--- src/rtl/d416_scan_ctrl.sv ---
`default_nettype none
// ============================================================================
//  Module      : d416_scan_ctrl
//  Description : Sequential address generator for a 4-to-16 decoder.
//                It drives {e,x,y,z} through codes 0..15. Each code is
//                held for DWELL cycles in auto mode, or advanced once per
//                step pulse in step mode.
//                Optional macro SCAN_WRAP_EN: wrap 15->0 and keep
//                scanning until stop, pulsing done on each wrap.
//  Revision    : 1.0  initial release
// ============================================================================
module d416_scan_ctrl #(
  parameter int DWELL = 10,
  parameter int CW    = 16
) (
  input  logic       clk,
  input  logic       rst_n,
  input  logic       start,
  input  logic       stop,
  input  logic       mode,
  input  logic       step,
  input  logic       load,
  input  logic [3:0] load_code,
  output logic       x,
  output logic       y,
  output logic       z,
  output logic       e,
  output logic       valid,
  output logic       busy,
  output logic       done
);

`ifdef SCAN_WRAP_EN
  localparam bit WRAP_EN = 1'b1;
`else
  localparam bit WRAP_EN = 1'b0;
`endif

  // Terminal value of the dwell counter in auto mode.
  localparam logic [CW-1:0] LAST_CNT = CW'(DWELL - 1);

  typedef enum logic [1:0] {
    S_IDLE = 2'd0,
    S_RUN  = 2'd1,
    S_WAIT = 2'd2,
    S_DONE = 2'd3
  } state_t;

  state_t        state;
  logic [3:0]    code;
  logic [3:0]    start_code;
  logic [CW-1:0] dwell_cnt;
  logic          advance;

  // The code register is cleared whenever no scan is live, so it can drive
  // the decoder pins directly and they read zero outside a scan.
  assign {e, x, y, z} = code;

  // Moment to move to the next code: end of dwell in RUN, a step pulse in WAIT.
  assign advance = (state == S_RUN) ? (dwell_cnt == LAST_CNT) : step;

  // Scan state machine, code register, dwell counter and registered flags.
  always_ff @(posedge clk or negedge rst_n) begin
    if (!rst_n) begin
      state      <= S_IDLE;
      code       <= 4'd0;
      start_code <= 4'd0;
      dwell_cnt  <= '0;
      valid      <= 1'b0;
      busy       <= 1'b0;
      done       <= 1'b0;
    end else begin
      done <= 1'b0;
      case (state)
        S_IDLE: begin
          // A load coincident with start takes effect for this scan.
          if (load) begin
            start_code <= load_code;
          end
          if (start) begin
            code      <= load ? load_code : start_code;
            dwell_cnt <= '0;
            valid     <= 1'b1;
            busy      <= 1'b1;
            state     <= mode ? S_WAIT : S_RUN;
          end
        end

        S_RUN, S_WAIT: begin
          // stop wins over every other event; start and load are ignored here.
          if (stop) begin
            state     <= S_IDLE;
            code      <= 4'd0;
            dwell_cnt <= '0;
            valid     <= 1'b0;
            busy      <= 1'b0;
          end else if (advance) begin
            dwell_cnt <= '0;
            if ((code == 4'hF) && !WRAP_EN) begin
              state      <= S_DONE;
              code       <= 4'd0;
              start_code <= 4'd0;
              valid      <= 1'b0;
              busy       <= 1'b0;
              done       <= 1'b1;
            end else begin
              // Modulo-16 increment; in wrap builds 15->0 flags a pass.
              code <= code + 4'd1;
              done <= (code == 4'hF);
            end
          end else if (state == S_RUN) begin
            dwell_cnt <= dwell_cnt + CW'(1);
          end
        end

        S_DONE: begin
          state <= S_IDLE;
        end

        default: begin
          state <= S_IDLE;
        end
      endcase
    end
  end

endmodule
`default_nettype wire
--- config.mk ---
export PLATFORM = sky130hd
export DESIGN_NAME = d416_scan_ctrl
export DESIGN_NICKNAME = d
export VERILOG_FILES = /design/src/rtl/d416_scan_ctrl.sv
export SDC_FILE = /design/constraint.sdc
export NUM_CORES = 1
export LEC_CHECK = 0
export ABC_AREA = 1
export CAP_MARGIN = 20
export CELL_PAD_IN_SITES_DETAIL_PLACEMENT = 0
export CELL_PAD_IN_SITES_GLOBAL_PLACEMENT = 2
export CORE_MARGIN = 3
export CORE_UTILIZATION = 36
export DETAILED_ROUTE_END_ITERATION = 7
export DONT_BUFFER_PORTS = 1
export GPL_TIMING_DRIVEN = 0
export HOLD_SLACK_MARGIN = 0.15
export PLACE_DENSITY_LB_ADDON = 0.12
export SYNTH_ARGS = -nofsm -noshare
export SYNTH_HDL_FRONTEND = slang
export SYNTH_SLANG_ARGS = --single-unit
--- constraint.sdc ---
create_clock -name clk -period 1.9 [get_ports clk]
set_input_delay 0.285 -clock clk [delete_from_list [all_inputs] [get_ports clk]]
set_output_delay 0.285 -clock clk [all_outputs]
set_load 0.02 [all_outputs]
==> Word-level counts from Yosys, hierarchy flattened <==
Index checks and enable logic that the tools add are counted.
{ "classes": {"n_addsub": 2, "n_eq_ne": 12, "mux": 31, "n_reduce_logical": 8} }
{ "op_table": {"columns": ["op", "count"], "rows": [
  ["two-way mux 16 bit", 4],
  ["two-way mux 4 bit", 8],
  ["case mux 16 bit (2 select lines)", 1],
  ["adder 16 x 1 -> 16 bit (second input constant)", 1],
  ["equality test 16 x 4 -> 1 bit (second input constant)", 1],
  ["case mux 4 bit (2 select lines)", 2],
  ["two-way mux 2 bit", 5],
  ["two-way mux 1 bit", 9],
  ["AND reduction 3 bit", 3],
  ["!= test 2 bit (second input constant)", 4],
  ["AND reduction 4 bit", 2],
  ["!= test 3 bit (second input constant)", 2],
  ["case mux 2 bit (3 select lines)", 1],
  ["adder 4 x 1 -> 4 bit (second input constant)", 1],
  ["equality test 2 bit (second input constant)", 2],
  ["equality test 4 bit (second input constant)", 1],
  ["!= test 4 bit (second input constant)", 1],
  ["equality test 2 x 1 -> 1 bit (second input constant)", 1],
  ["zero test 2 bit", 1],
  ["case mux 1 bit (2 select lines)", 1],
  ["nonzero test 2 bit", 1],
  ["OR reduction 2 bit", 1]
]} }
{ "totals": {"reg_bits": 28, "in_bits": 11, "elab_cells": 59} }

==> Logic depth before layout (Yosys ltp) <==
Gate-level depths: netlist of the first run.
{ "depth": {"word_depth": 5, "mapped_depth": 14} }

==> Least setup slack after synthesis of the first run <==
No wires, ideal clock.
{ "synth_timing": {"path_kind": "register to register", "startpoint": "register state[0]", "endpoint": "register dwell_cnt[7]", "setup_ns": 0.074, "t_arrival_ns": 1.552, "path_slack_ns": 0.274, "path_stages_with_launch": 10, "n_path_buf": 1, "cell_sequence": "dfrtp_1 > inv_1 > ha_1 > inv_2 > nor2_2 > nand3_2 > nor2_4 > buf_6 > nand2_1 > o21ai_2"} }
{ "synth_via": {"elab_chain_len": 5} }
{ "synth_lines": {"columns": ["element", "line", "text"], "rows": [
  ["from (decl)", "49", "state_t state;"],
  ["from (signal assigned)", "85", "state <= mode ? S_WAIT : S_RUN;"],
  ["equality test 2 x 1 -> 1 bit", "60, 74, 111", null],
  ["two-way mux 1 bit", "60", "assign advance = (state == S_RUN) ? (dwell_cnt == LAST_CNT) : step;"],
  ["two-way mux 16 bit", "97", "end else if (advance) begin"],
  ["two-way mux 16 bit", "91", "if (stop) begin"],
  ["case mux 16 bit (2 select lines)", "74", "case (state)"],
  ["to (signal assigned)", "112", "dwell_cnt <= dwell_cnt + CW'(1);"],
  ["to (decl)", "52", "logic [CW-1:0] dwell_cnt;"]
]} }
Parallel ways exist; a longest one is shown, timed or not.
A chain may end at the register's enable or synchronous reset.

==> Worst setup path in the final report of the first run <==
{ "layout_timing": {"startpoint": "register state[1]", "endpoint": "register dwell_cnt[3]"} }
The elaborated chain is that of the path after synthesis.

==> results of run 1 <==
-- metal layers --
metal,routed length (um),vias up,GRT usage [%]
met2,2219,26,27.65
li1,-,843,-
met1,1977,735,19.12
met3,203,6,4.292
met4,85,0,4.093
met5,0,-,0
-- cells in the final DEF (no fill, tap or decap) --
master / count
nand2_2: 4
xor2_1: 10
buf_6: 3
o22ai_1: 2
a21boi_0: 1
dfrtp_1: 28
buf_4: 14
bufinv_16: 1
nand2_1: 75
ha_4: 2
a21oi_1: 1
nor2_4: 4
o21ai_0: 15
nand3_4: 2
dlygate4sd3_1: 1
nand3_2: 1
nor3_2: 1
nor2_2: 5
nand2_8: 1
nor2_1: 27
buf_12: 1
nand3_1: 14
o21ai_2: 5
clkbuf_8: 3
nor3_1: 6
inv_2: 6
ha_1: 6
inv_1: 28
nand4_1: 4
o21ai_1: 4
-- power groups by stage --
| stage | Combinational [mW] | Clock, mW | Sequential (mW) |
|---|---|---|---|
| after floorplan | 0.878 | 0 | 0.867 |
| final | 1.39 | 0.491 | 0.892 |
| after detailed placement | 1.11 | 0 | 0.899 |
| after global placement | 1.11 | 0 | 0.900 |
| after global routing | 1.60 | 0.527 | 0.916 |
| after CTS | 1.19 | 0.512 | 0.886 |
-- cell type report --
type,count,area [um2]
plain buffers,3,30.03
clock buffers,3,41.29
clock inverters,1,30.03
fillers,502,2635
inverters,34,127.6
multi-input cells,190,1061
flip-flops and latches,28,700.7
well taps,67,83.83
repair buffers,16,138.9
-- worst reg2reg max path: stages (launching register included) --
cell and delay [ps]:
dfrtp_1 390, inv_2 60, buf_4 150, ha_4 280, inv_2 70, nor2_4 200
nand3_4 150, nor2_4 190, buf_6 150, nand2_1 50, o21ai_1 60
-- what timing repair did --
item,4_1_cts,5_1_grt
cloned,0,1
setup endpoints to repair,19,22
hold buffers,2,0
hold endpoints to repair,28,0
setup buffers,1,12
gates resized for setup,4,13
pin swaps,0,5
-- per-stage QoR --
stage / TNS [ps] / hold WS [ps] / cells
after floorplan: 0 / -10.59 / 255
after global placement: -786.2 / -9.701 / 322
after detailed placement: -876.1 / -9.407 / 322
after CTS: 0 / 206.5 / 329
after global routing: -289.1 / 231.5 / 342
final: 0 / 208.5 / 342
-- kinds of logic after synthesis --
family	count (synthesis)	synth area share (%)
AO/OA/AOI/OAI	28	8.833
adder cells (fa/ha/maj)	8	5.395
XOR/XNOR	10	4.720
AND/OR/NAND/NOR	144	34.79
flip-flops	28	37.76
buffers and inverters	37	8.496
-- path summary, 6_finish.rpt --
| kind | end | slack [ps] | cells after the start |
|---|---|---|---|
| min in group asynchronous | dwell_cnt[10]$_DFFE_PN0P_ | 440 | 2 |
| setup / recovery | dwell_cnt[3]$_DFFE_PN0P_ | 90 | 10 |
| hold reg to reg | start_code[1]$_DFFE_PN0P_ | 520 | 2 |
| hold / removal | state[1]$_DFFE_PN0P_ | 210 | 4 |
| max in group asynchronous | dwell_cnt[15]$_DFFE_PN0P_ | 1300 | 2 |
| setup reg to reg | dwell_cnt[3]$_DFFE_PN0P_ | 90 | 10 |
-- state kept, by name, indices dropped and copies added (netlist names) --
name        flops
code            4
state           2
busy            1
done            1
dwell_cnt      16
start_code      4
==> flow_summary.ini, run 1 <==
[sta]
finalHoldViolations = 0
period_share_pct = 95.17
skew_ps = 9.035
max_freq_mhz = 553.0
slew-limit-headroom_pct = 71.28
worst_slew_pin_slew_ps = 427.6
maxSlewViolCount = 0
period_needed_ps = 1808
final-setup-viol-count = 0
setup_slack_ps = 91.83

[route]
drc = 0
dr.pass1.iters = 4
wire_per_inst_um = 13.12
routed_via_density = 4.708
vias = 1610
routed_wl_um = 4486
drtIter0Drc = 77
ant_nets = 0

[critical_path]
r2r_start = state[1]$_DFFE_PN0P_
critPathKind = reg -> reg
crit_chain = inv_2, buf_4, ha_4, inv_2, nor2_4, nand3_4, nor2_4, buf_6, nand2_1, o21ai_1
cp.required_ps = 2110
cpLargestDelayFamily = simple AND/OR/NAND/NOR gates
slowest_delay_ps = 390
crit_fanout = 7
critPathCaptureType = flop
slowest_stage = dfrtp_1
crit_start = state[1]$_DFFE_PN0P_
critPathArrivalTime_ps = 2020
critPathLaunchType = flop
crit_buf_inv = 4

[synthesis]
ys_seq_area_share_pct = 37.76
yosys_warnings = 0
ys.flop_type = dfrtp_1
syn_inst = 255
synth_most_common_cell = nand2_1
syn-num-nets = 274
synth-seq-cells = 28
ys_async_sr_fraction_pct = 100.0
synth_commonest_cells = nand2_1 (76), inv_1 (31), nor2_1 (29), dfrtp_1 (28), o21ai_0 (15)
synth_top_area_share_pct = 37.76
synth-edff-count = 0
syn-mean-instance-area_um2 = 7.277
synth_top_cell_by_area = dfrtp_1
synthDistinctLibCells = 25
yosys-top-cells-area = dfrtp_1 (38%), nand2_1 (15%), inv_1 (6.3%)
syn_area_um2 = 1856

[clock_tree]
clockBufferDepth = 2
tritoncts = done
cts_sinks = 28
htree_levels = 1
tritoncts.num_buffers = 3
cts_root_buf = clkbuf_8
clk_pin_slew_ps = 110
clk_latency_ps = 290

[outcome]
status = finished clean

[placement]
place_ws_ps = -74.12
hpwl_um = 3240
place.port_buffers = 0
post_dp_cell_area_um2 = 1939
gp_congestion = 0.7728

[global_routing]
grt_max_degree = 29
grt_pass1_vias = 1608
grt_pass1_wl_um = 7624
track_usage_pct = 15.85
antenna_found_initial = 0
grt_overflow = 0

[finish]
fin_util_pct = 45.65
synthToLayoutAreaGrowth_pct = 19.29
nNetsFinal = 295
drive_above_1_share_pct = 19.27
fin_area_um2 = 2213
diodes = 0

[pwr]
comb_power_share_pct = 50.2
clock_power_share_pct = 17.7
power.density_nw_per_um2 = 1253
total_power_mw = 2.774
total_leakage_power_nw = 1.129
p_int_mw = 1.561
peakVddDrop_uv = 736.8
netSwitchingFraction_pct = 43.72
p_switching_mw = 1.213
seq_power_share_pct = 32.2

[die]
die_area_um2 = 6052
rows = 25
die_x_um = 77.80
initial_core_util_pct = 38.27
die_h_um = 77.80
core_um2 = 4848
io_pins = 18

[hold_path]
hp-class = in -> reg
worstHoldStart = mode

[run]
cap_violations = 0
(Power assumes the default switching activity.)
==> run 2: changes to the inputs <==
--- a/config.mk
+++ b/config.mk
@@ -10,12 +10,13 @@
 export CELL_PAD_IN_SITES_DETAIL_PLACEMENT = 0
 export CELL_PAD_IN_SITES_GLOBAL_PLACEMENT = 2
 export CORE_MARGIN = 3
-export CORE_UTILIZATION = 36
+export CORE_UTILIZATION = 32
 export DETAILED_ROUTE_END_ITERATION = 7
 export DONT_BUFFER_PORTS = 1
 export GPL_TIMING_DRIVEN = 0
 export HOLD_SLACK_MARGIN = 0.15
 export PLACE_DENSITY_LB_ADDON = 0.12
+export SLEW_MARGIN = 20
 export SYNTH_ARGS = -nofsm -noshare
 export SYNTH_HDL_FRONTEND = slang
 export SYNTH_SLANG_ARGS = --single-unit
==> constraint.sdc (replaced) <==
create_clock -name clk -period 1.63 [get_ports clk]
set_input_delay 0.2445 -clock clk [delete_from_list [all_inputs] [get_ports clk]]
set_output_delay 0.2445 -clock clk [all_outputs]
set_load 0.02 [all_outputs]
==> flow_summary.ini, run 2 (synthesis gave the netlist of run 1 again) <==
[global_routing]
grt_pass1_vias = 1695
grt_pass1_wl_um = 8190
grt_overflow = 0
antenna_found_initial = 0
track_usage_pct = 16.07
grt_max_degree = 29

[placement]
gp_congestion = 0.7259
place.port_buffers = 0
post_dp_cell_area_um2 = 1946
hpwl_um = 3341
dp.cells = 327
place_ws_ps = -364.1

[pwr]
clock_power_share_pct = 15.8
peakVddDrop_uv = 830.9
seq_power_share_pct = 29.4
p_int_mw = 2.030
netSwitchingFraction_pct = 43.25
p_switching_mw = 1.547
comb_power_share_pct = 54.8
total_leakage_power_nw = 1.209
power.density_nw_per_um2 = 1480

[sta]
max_freq_mhz = 617.2
period_needed_ps = 1620
setup_slack_ps = 9.863
period_share_pct = 99.39
grt_setup_unrepaired = yes
fin_hold_ws_ps = 160.1
finalHoldViolations = 0
skew_ps = 7.601
final-setup-viol-count = 0
maxSlewViolCount = 0
slew-limit-headroom_pct = 70.32
worst_slew_pin_slew_ps = 443.6

[die]
core_um2 = 5574
die_area_um2 = 6749
rows = 27
initial_core_util_pct = 33.29
die_x_um = 82.15
io_pins = 18
die_h_um = 82.15

[finish]
regMostFlops = dwell_cnt
fin_area_um2 = 2417
drive_above_1_share_pct = 29.43
synthToLayoutAreaGrowth_pct = 30.28
nNetsFinal = 302
reg_top3 = dwell_cnt: 16 flops, code: 4 flops, start_code: 4 flops
largest_reg_flops = 16
final_common_cell = nand2_1
fin_util_pct = 43.37
final_cell_mix = nand2_1 (65), inv_1 (26), nor2_1 (25), dfrtp_1 (25), buf_4 (19)
layoutNonFillerInstCount = 354
diodes = 0

[critical_path]
cp.required_ps = 1840
r2r_start = state[1]$_DFFE_PN0P_
crit_fanout = 5
critPathCaptureType = flop
r2r_slack_ps = 10
critPathKind = reg -> reg
critPathArrivalTime_ps = 1830
critPathLaunchType = flop
r2r_cells = 10
rr_endpoint = dwell_cnt[5]$_DFFE_PN0P_

[clock_tree]
clockBufferDepth = 2
clk_pin_slew_ps = 100
cts_root_buf = clkbuf_8
tritoncts.num_buffers = 3
htree_levels = 1
clk_latency_ps = 280
tritoncts = done
cts_sinks = 28

[outcome]
status = finished clean

[hold_path]
worstHoldStart = mode
hold_end = state[0]$_DFFE_PN0P_
hp-class = in -> reg
hold_depth = 3

[route]
vias = 1668
wire_per_inst_um = 13.34
drc = 0
dr.pass1.iters = 4
routed_wl_um = 4723
ant_nets = 0
routed_via_density = 4.712
drtIter0Drc = 44

[run]
cap_violations = 0
run 2: cell type report:
class                      instances  area, um2
buffer                             3      33.78
clock buffer                       3      41.29
clock inverter                     1      30.03
fill                             622       3157
inverter                          34      140.1
multi-input combinational        190       1162
sequential                        28      704.4
tap                               72      90.09
timing repair buffer              23      215.2
run 2: per-stage QoR:
step | setup TNS (ps) | power (mW)
final | 0 | 3.578
after global routing | -1588 | 3.911
after floorplan | 0 | 2.035
after global placement | -8068 | 2.364
after detailed placement | -8059 | 2.361
after CTS | -1258 | 3.415
run 2: what timing repair did:
item                                    CTS  global route
endpoints found under the hold margin    28             0
endpoints found under the setup margin   27            27
gates resized for setup                  30            30
hold buffers                              2             0
buffers inserted                         10             9
pin swaps                                 9            13
cloned                                    2             0
run 2: layer usage:
layer	track usage, %	vias to the layer above	share of wire, %
met3	2.711	4	2.4
met4	3.488	0	0.87
met5	0	-	0
li1	-	853	-
met1	20.05	797	45
met2	28.92	14	52
run 2: worst max path at each step:
stage	to	from	slack, ps
2_1_floorplan	dwell_cnt[7]$_DFFE_PN0P_	state[0]$_DFFE_PN0P_	4
3_3_place_gp	dwell_cnt[1]$_DFFE_PN0P_	state[1]$_DFFE_PN0P_	-360
3_5_place_dp	dwell_cnt[3]$_DFFE_PN0P_	state[0]$_DFFE_PN0P_	-360
4_1_cts	dwell_cnt[3]$_DFFE_PN0P_	dwell_cnt[0]$_DFFE_PN0P_	-80
5_1_grt	dwell_cnt[5]$_DFFE_PN0P_	state[1]$_DFFE_PN0P_	-90
6_report	dwell_cnt[5]$_DFFE_PN0P_	state[1]$_DFFE_PN0P_	10
run 2: worst max-delay path, stage by stage, from the launching register on:
cell     delay, ps
dfrtp_1        370
inv_2           60
buf_6          120
ha_4           290
inv_6           40
nor2_4         100
nand3_4        130
nor2_4         180
buf_6          140
nand2_1         60
o21ai_2         50
run 2: power by group through the flow:
stage          clock network [mW]  registers [mW]  logic (mW)
2_1_floorplan                   0            1.01        1.02
3_3_place_gp                    0            1.05        1.32
3_5_place_dp                    0            1.05        1.32
4_1_cts                     0.595            1.04        1.78
5_1_grt                     0.619            1.08        2.22
6_report                    0.566            1.05        1.96
